File: src/rtl/aha_sif_write_arbiter.sv
// aha_sif_write_arbiter: two-requester, burst-granular arbiter for the CGRA SIF write port.
// A granted burst owns the port until its last beat; SIF outputs are registered.
// Optional build macro AHA_SIF_ARB_FIXED_PRIO_EN: requester 0 always wins ties
// (default build: round-robin on ties).
module aha_sif_write_arbiter #(
    parameter  int unsigned ADDR_WIDTH = 32,
    parameter  int unsigned DATA_WIDTH = 64,
    localparam int unsigned STRB_WIDTH = DATA_WIDTH / 8,
    localparam int unsigned BEAT_BYTES = DATA_WIDTH / 8
) (
    input  logic                  ACLK,
    input  logic                  ARESET,

    input  logic                  CMD0_VALID,
    output logic                  CMD0_READY,
    input  logic [ADDR_WIDTH-1:0] CMD0_ADDR,
    input  logic [7:0]            CMD0_LEN,
    input  logic                  CMD1_VALID,
    output logic                  CMD1_READY,
    input  logic [ADDR_WIDTH-1:0] CMD1_ADDR,
    input  logic [7:0]            CMD1_LEN,

    input  logic                  W0_VALID,
    output logic                  W0_READY,
    input  logic [DATA_WIDTH-1:0] W0_DATA,
    input  logic [STRB_WIDTH-1:0] W0_STRB,
    input  logic                  W1_VALID,
    output logic                  W1_READY,
    input  logic [DATA_WIDTH-1:0] W1_DATA,
    input  logic [STRB_WIDTH-1:0] W1_STRB,

    output logic [1:0]            DONE,
    output logic                  BUSY,
    output logic [ADDR_WIDTH-1:0] SIF_ADDR,
    output logic [STRB_WIDTH-1:0] SIF_STRB,
    output logic                  SIF_WE,
    output logic [DATA_WIDTH-1:0] SIF_DATA
);

    typedef enum logic {
        IDLE  = 1'b0,
        BURST = 1'b1
    } state_t;

    state_t                  state_q;
    state_t                  state_d;
    logic                    grant_q;
    logic [ADDR_WIDTH-1:0]   addr_q;
    logic [7:0]              cnt_q;

    logic                    winner_c;
    logic                    cmd_fire_c;
    logic                    w_fire_c;
    logic                    last_beat_c;
    logic [ADDR_WIDTH-1:0]   cmd_addr_c;
    logic [7:0]              cmd_len_c;
    logic [DATA_WIDTH-1:0]   w_data_c;
    logic [STRB_WIDTH-1:0]   w_strb_c;

`ifdef AHA_SIF_ARB_FIXED_PRIO_EN
    // Fixed priority: requester 0 wins whenever it is requesting.
    always_comb begin
        winner_c = ~CMD0_VALID;
    end
`else
    logic last_grant_q;

    // Round robin: on a tie the requester not granted last time wins.
    always_comb begin
        if (CMD0_VALID && CMD1_VALID) begin
            winner_c = ~last_grant_q;
        end else begin
            winner_c = CMD1_VALID;
        end
    end

    // Remember the most recent grant; reset value lets requester 0 win the first tie.
    always_ff @(posedge ACLK) begin
        if (ARESET) begin
            last_grant_q <= 1'b1;
        end else if (cmd_fire_c) begin
            last_grant_q <= winner_c;
        end
    end
`endif

    // Command and write-beat muxes for the current winner / owner.
    always_comb begin
        cmd_addr_c = winner_c ? CMD1_ADDR : CMD0_ADDR;
        cmd_len_c  = winner_c ? CMD1_LEN  : CMD0_LEN;
        w_data_c   = grant_q  ? W1_DATA   : W0_DATA;
        w_strb_c   = grant_q  ? W1_STRB   : W0_STRB;
    end

    // Handshake detection.
    always_comb begin
        cmd_fire_c  = (CMD0_VALID && CMD0_READY) || (CMD1_VALID && CMD1_READY);
        w_fire_c    = grant_q ? (W1_VALID && W1_READY) : (W0_VALID && W0_READY);
        last_beat_c = w_fire_c && (cnt_q == 8'd0);
    end

    // FSM state register.
    always_ff @(posedge ACLK) begin
        if (ARESET) begin
            state_q <= IDLE;
        end else begin
            state_q <= state_d;
        end
    end

    // FSM next state: grant on any command, release after the last beat.
    always_comb begin
        state_d = state_q;
        case (state_q)
            IDLE:    if (cmd_fire_c)  state_d = BURST;
            BURST:   if (last_beat_c) state_d = IDLE;
            default: state_d = IDLE;
        endcase
    end

    // FSM outputs: command ready only to the winner in IDLE, beat ready only to the owner in BURST.
    always_comb begin
        CMD0_READY = 1'b0;
        CMD1_READY = 1'b0;
        W0_READY   = 1'b0;
        W1_READY   = 1'b0;
        BUSY       = (state_q == BURST);
        if (!ARESET) begin
            case (state_q)
                IDLE: begin
                    CMD0_READY = CMD0_VALID && !winner_c;
                    CMD1_READY = CMD1_VALID &&  winner_c;
                end
                BURST: begin
                    W0_READY = !grant_q;
                    W1_READY =  grant_q;
                end
                default: ;
            endcase
        end
    end

    // Burst bookkeeping and registered SIF write port.
    always_ff @(posedge ACLK) begin
        if (ARESET) begin
            grant_q  <= 1'b0;
            addr_q   <= '0;
            cnt_q    <= 8'd0;
            SIF_WE   <= 1'b0;
            SIF_ADDR <= '0;
            SIF_STRB <= '0;
            SIF_DATA <= '0;
            DONE     <= 2'b00;
        end else begin
            SIF_WE <= w_fire_c;
            DONE   <= 2'b00;
            if (cmd_fire_c) begin
                addr_q  <= cmd_addr_c;
                cnt_q   <= cmd_len_c;
                grant_q <= winner_c;
            end
            if (w_fire_c) begin
                SIF_ADDR <= addr_q;
                SIF_DATA <= w_data_c;
                SIF_STRB <= w_strb_c;
                addr_q   <= addr_q + ADDR_WIDTH'(BEAT_BYTES);
                cnt_q    <= cnt_q - 8'd1;
            end
            if (last_beat_c) begin
                DONE <= grant_q ? 2'b10 : 2'b01;
            end
        end
    end

endmodule

File: config.mk
export PLATFORM = sky130hd
export DESIGN_NAME = aha_sif_write_arbiter
export DESIGN_NICKNAME = d
export VERILOG_FILES = /design/src/rtl/aha_sif_write_arbiter.sv
export SDC_FILE = /design/constraint.sdc
export NUM_CORES = 1
export LEC_CHECK = 0
export ABC_AREA = 1
export CORE_AREA = 2 2 132 134
export CTS_CLUSTER_DIAMETER = 200
export CTS_CLUSTER_SIZE = 12
export DETAILED_ROUTE_END_ITERATION = 8
export DIE_AREA = 0 0 134 136
export PLACE_DENSITY = 0.89
export RECOVER_POWER = 25
export REMOVE_ABC_BUFFERS = 1
export SLEW_MARGIN = 30
export SYNTH_ARGS = -nofsm -noshare
export SYNTH_HDL_FRONTEND = slang
export SYNTH_SLANG_ARGS = --single-unit
File: constraint.sdc
create_clock -name ACLK -period 2.9 [get_ports ACLK]
set_input_delay 0.58 -clock ACLK [delete_from_list [all_inputs] [get_ports ACLK]]
set_output_delay 0.58 -clock ACLK [all_outputs]
set_load 0.01 [all_outputs]
==> run summary <==
The run finished, with violations left. The final reports fail on max-capacitance violations, max-slew violations. The logs give 0 for the quantity of gates resized following cts and 4.29 mW for the internal power.

The fraction of power spent switching nets was 0.308. The area growth from synthesis to layout came out at 55.2%. Routability-driven placement finished with a final weighted congestion of 0.926. The count of filler cells inserted in the layout came out at 1370.

The total global routing track utilization was 0.318. In the post-synthesis netlist, the biggest area contributors are sky130_fd_sc_hd__dfxtp_1 40%, sky130_fd_sc_hd__nand2_1 19%, sky130_fd_sc_hd__o21ai_0 7.9%, sky130_fd_sc_hd__a31oi_1 6.4%, sky130_fd_sc_hd__nor2_1 6.4%. The tools report the number of post-CTS setup repair buffers as 0.

Traced cell by cell, the critical path runs through clkdlybuf4s50_1, nor2_1, nand2_1, a21oi_1, clkdlybuf4s50_1. The logs give 0 for the count of final hold-check violations and 48 for the standard-cell row count. Clock tree synthesis found a total of 150 sinks. The reported max-cap violation count is 1, and the number of optimization iterations in the first detailed-route pass is 7. The power per unit of standard cell area was 529 nW/µm²; the total of hold buffers inserted after clock tree synthesis was 0. The number of antenna violations at the first check in global routing was 4; the total count of max-transition violations in the final report was 75. Along the worst path, the maximum fanout reaches 3. The root buffer cell chosen for the clock tree is sky130_fd_sc_hd__clkbuf_16.

The post-layout minimum cycle time works out to 2.64 ns. The finished layout holds 1721 standard cells, fillers aside. Counting tap cells, the placed design contains a total of 1687 instances. The number of instances in the synthesized netlist is 1179, and the sequential area share after synthesis is 0.397. The warning count from the yosys run was 0. The run gives 17 as the TritonCTS buffer count. The overall power after layout was 6.20 mW. The tools report the leakage dissipation as 4.93 nW. In this run the remaining antenna-violating nets after routing total 0.

For the portion of total power attributed to combinational logic, the log shows 0.237. The run gives 16900 µm² as the core footprint. Effective utilization at floorplan: 0.448.

The global routing's busiest layer was met2. The library cell used most frequently in the layout, excluding fill and tap cells, is sky130_fd_sc_hd__nand2_1. The register bit count reported by yosys was 150. The H-tree was split into 4 levels. Sum of overflow across all layers after global routing: 0. The worst hold path class was reg -> reg.

The worst setup path is of the in -> out kind. The first global-routing pass estimated 45500 µm of wire. The tools report the power share of the sequential group as 0.390. Broken down by cell family, the worst path's largest delay share belongs to buffers and inverters.

For the final database, setup skew stands at 0.00997 ns. The via count of the routed design is 9128. Element type at the critical path end: an output port. At the worst endpoint, the arrival time is 2.06 ns. The clock slew at the register clock pins of the worst setup and hold paths works out to 0.06 ns.

At the worst endpoint, the required time is 2.32 ns. The die covers 18200 µm². In the final routed layout, each cell accounts on average for 17.1 µm.

The worst setup path is launched from a primary input. Share of layout cells above drive strength 1: 0.0435. Worst-skew pair later-pin latency: 0.44 ns.

The most numerous cell type found on the critical path is sky130_fd_sc_hd__clkdlybuf4s50_1. Leaving out fill and tap cells, the most frequent cells in the layout are 381 x sky130_fd_sc_hd__nand2_1, 278 x sky130_fd_sc_hd__clkdlybuf4s50_1, 149 x sky130_fd_sc_hd__dfxtp_1. The met2 track demand over resource is 0.529, and the deepest clock path buffer count is 2. After the last flow step, the layout net total stands at 1714. The via count of the first global-routing pass was 8762; the worst-case vdd ir drop was 0.397 mV. The logs give -0.0116 for the worst max-slew margin expressed relative to the limit and 7550 µm² for the netlist area before placement. The met1 usage in global routing is 0.359.

TritonCTS built the clock tree. For the pin with the worst max-slew slack, the measured transition is 1.52 ns. sky130_fd_sc_hd__dfxtp_1 takes more of the synthesized area than any other cell. Count of input and output buffers: 341.

For this run, the top clock speed supported by timing is 0.379 GHz. Using the TritonRoute via totals, the vias-per-cell ratio works out to 5.30. 342 I/O pins were placed. The area share of the largest cell type after synthesis works out to 0.397.

The run gives 0.466 ns as the post-route worst hold slack. The post-route fraction of the period consumed by the critical path was 0.910. The critical path's slowest cell was sky130_fd_sc_hd__clkdlybuf4s50_1. Entering global routing, the biggest net connects 86 pins. Setup repair after global routing left no endpoint under its margin.

The buffers plus inverters on the worst setup path is 2, and the number of distinct library cells after synthesis is 27. Once detailed placement completed, the half-perimeter wirelength came to 21300 µm. Setup violations remaining at the end of the flow were counted as 0. Met3 demand-to-capacity share in global routing: 0.110. The post-synthesis average cell area came out at 6.41 µm².

The total DRC errors in the routed layout came out at 0. For the total wire length after detailed routing, the log shows 29400 µm. The run gives 663 as the detailed router's first-iteration violation count. The largest stage delay on the critical path came out at 0.57 ns. For the fraction of power consumed by the clock network, the log shows 0.373.

The floorplan die height is 136 µm, and the die extent in x is 134 µm. Summed over all nets, the switching power comes to 1.91 mW.
[layout make-up]
class | count | area [µm²] | share of cell area
diodes | 2 | 5.00 | 0.000427
clock buffers | 17 | 425 | 0.0363
clock inverters | 15 | 180 | 0.0154
inverters | 62 | 234 | 0.0200
multi-input cells | 886 | 3960 | 0.338
flip-flops and latches | 150 | 3000 | 0.256
well taps | 225 | 282 | 0.0240
repair buffers | 364 | 3630 | 0.310
[path summary, 6_finish.rpt]
path	startpoint	endpoint	slack (ns)	cells past startpoint
worst max-delay path	ARESET	CMD0_READY	0.26	5
worst min register to register	SIF_ADDR[10]	SIF_ADDR[10]	0.47	2
worst max register to register	grant_q	SIF_DATA[14]	0.68	4
worst min-delay path	SIF_ADDR[10]	SIF_ADDR[10]	0.47	2
[layer usage]
metal  wire length [µm]  part of all wire  up-vias
li1                   -                 -     4501
met1              11100              0.38     4135
met2              14000              0.48      398
met3               2880             0.098       90
met4               1360             0.046        4
met5                 25           0.00085        -
[cell usage after synthesis, drive strengths merged]
master / instances
nor2: 131
and3: 2
nand3: 82
mux2i: 1
and2: 1
a31oi: 77
nand4: 5
nand2: 383
nand3b: 1
a211oi: 4
nor3: 1
o211ai: 2
buf: 37
inv: 62
a21oi: 45
ha: 3
o21ai: 147
clkbuf: 44
o22ai: 1
dfxtp: 150
[registers in the layout, indices dropped and copies added, names as in the netlist, 2 cells and up]
name,flops
cnt_q,8
SIF_STRB,8
DONE,2
addr_q,32
SIF_DATA,64
SIF_ADDR,32
[power groups by stage]
stage	Clock [mW]	Sequential [mW]	Combinational [mW]
final	2.31	2.42	1.47
after global routing	2.41	2.44	1.62
after CTS	2.32	2.42	1.49
after detailed placement	0	2.45	1.47
after global placement	0	2.45	1.44
after floorplan	0	2.49	0.612
[cell families after synthesis]
| logic type | Yosys count | share of synthesized area |
|---|---|---|
| DFF | 150 | 0.397 |
| muxes | 1 | 0.00132 |
| buffers and inverters | 143 | 0.0792 |
| and+or+nand+nor | 606 | 0.319 |
| AOI/OAI and AO/OA | 276 | 0.198 |
| adders and majority gates | 3 | 0.00497 |
[worst register-to-register path, delay by kind of cell (launching register included)]
family                 cells  cell delay (ns)
DFF                        1             0.43
and+or+nand+nor            1             0.26
AOI/OAI and AO/OA          1             0.24
buffers and inverters      2             1.22
[stage by stage]
stage,util,setup slack (ns),setup TNS [ns],cell area [µm²]
5_1_grt,0.695,0.201,0,11700
2_1_floorplan,-,-4.66,-568.39,7190
4_1_cts,0.695,0.272,0,11700
3_3_place_gp,0.659,0.275,0,11100
3_5_place_dp,0.659,0.249,0,11100
6_report,0.695,0.261,0,11700
Note: power is estimated with default switching activity, not from simulation.
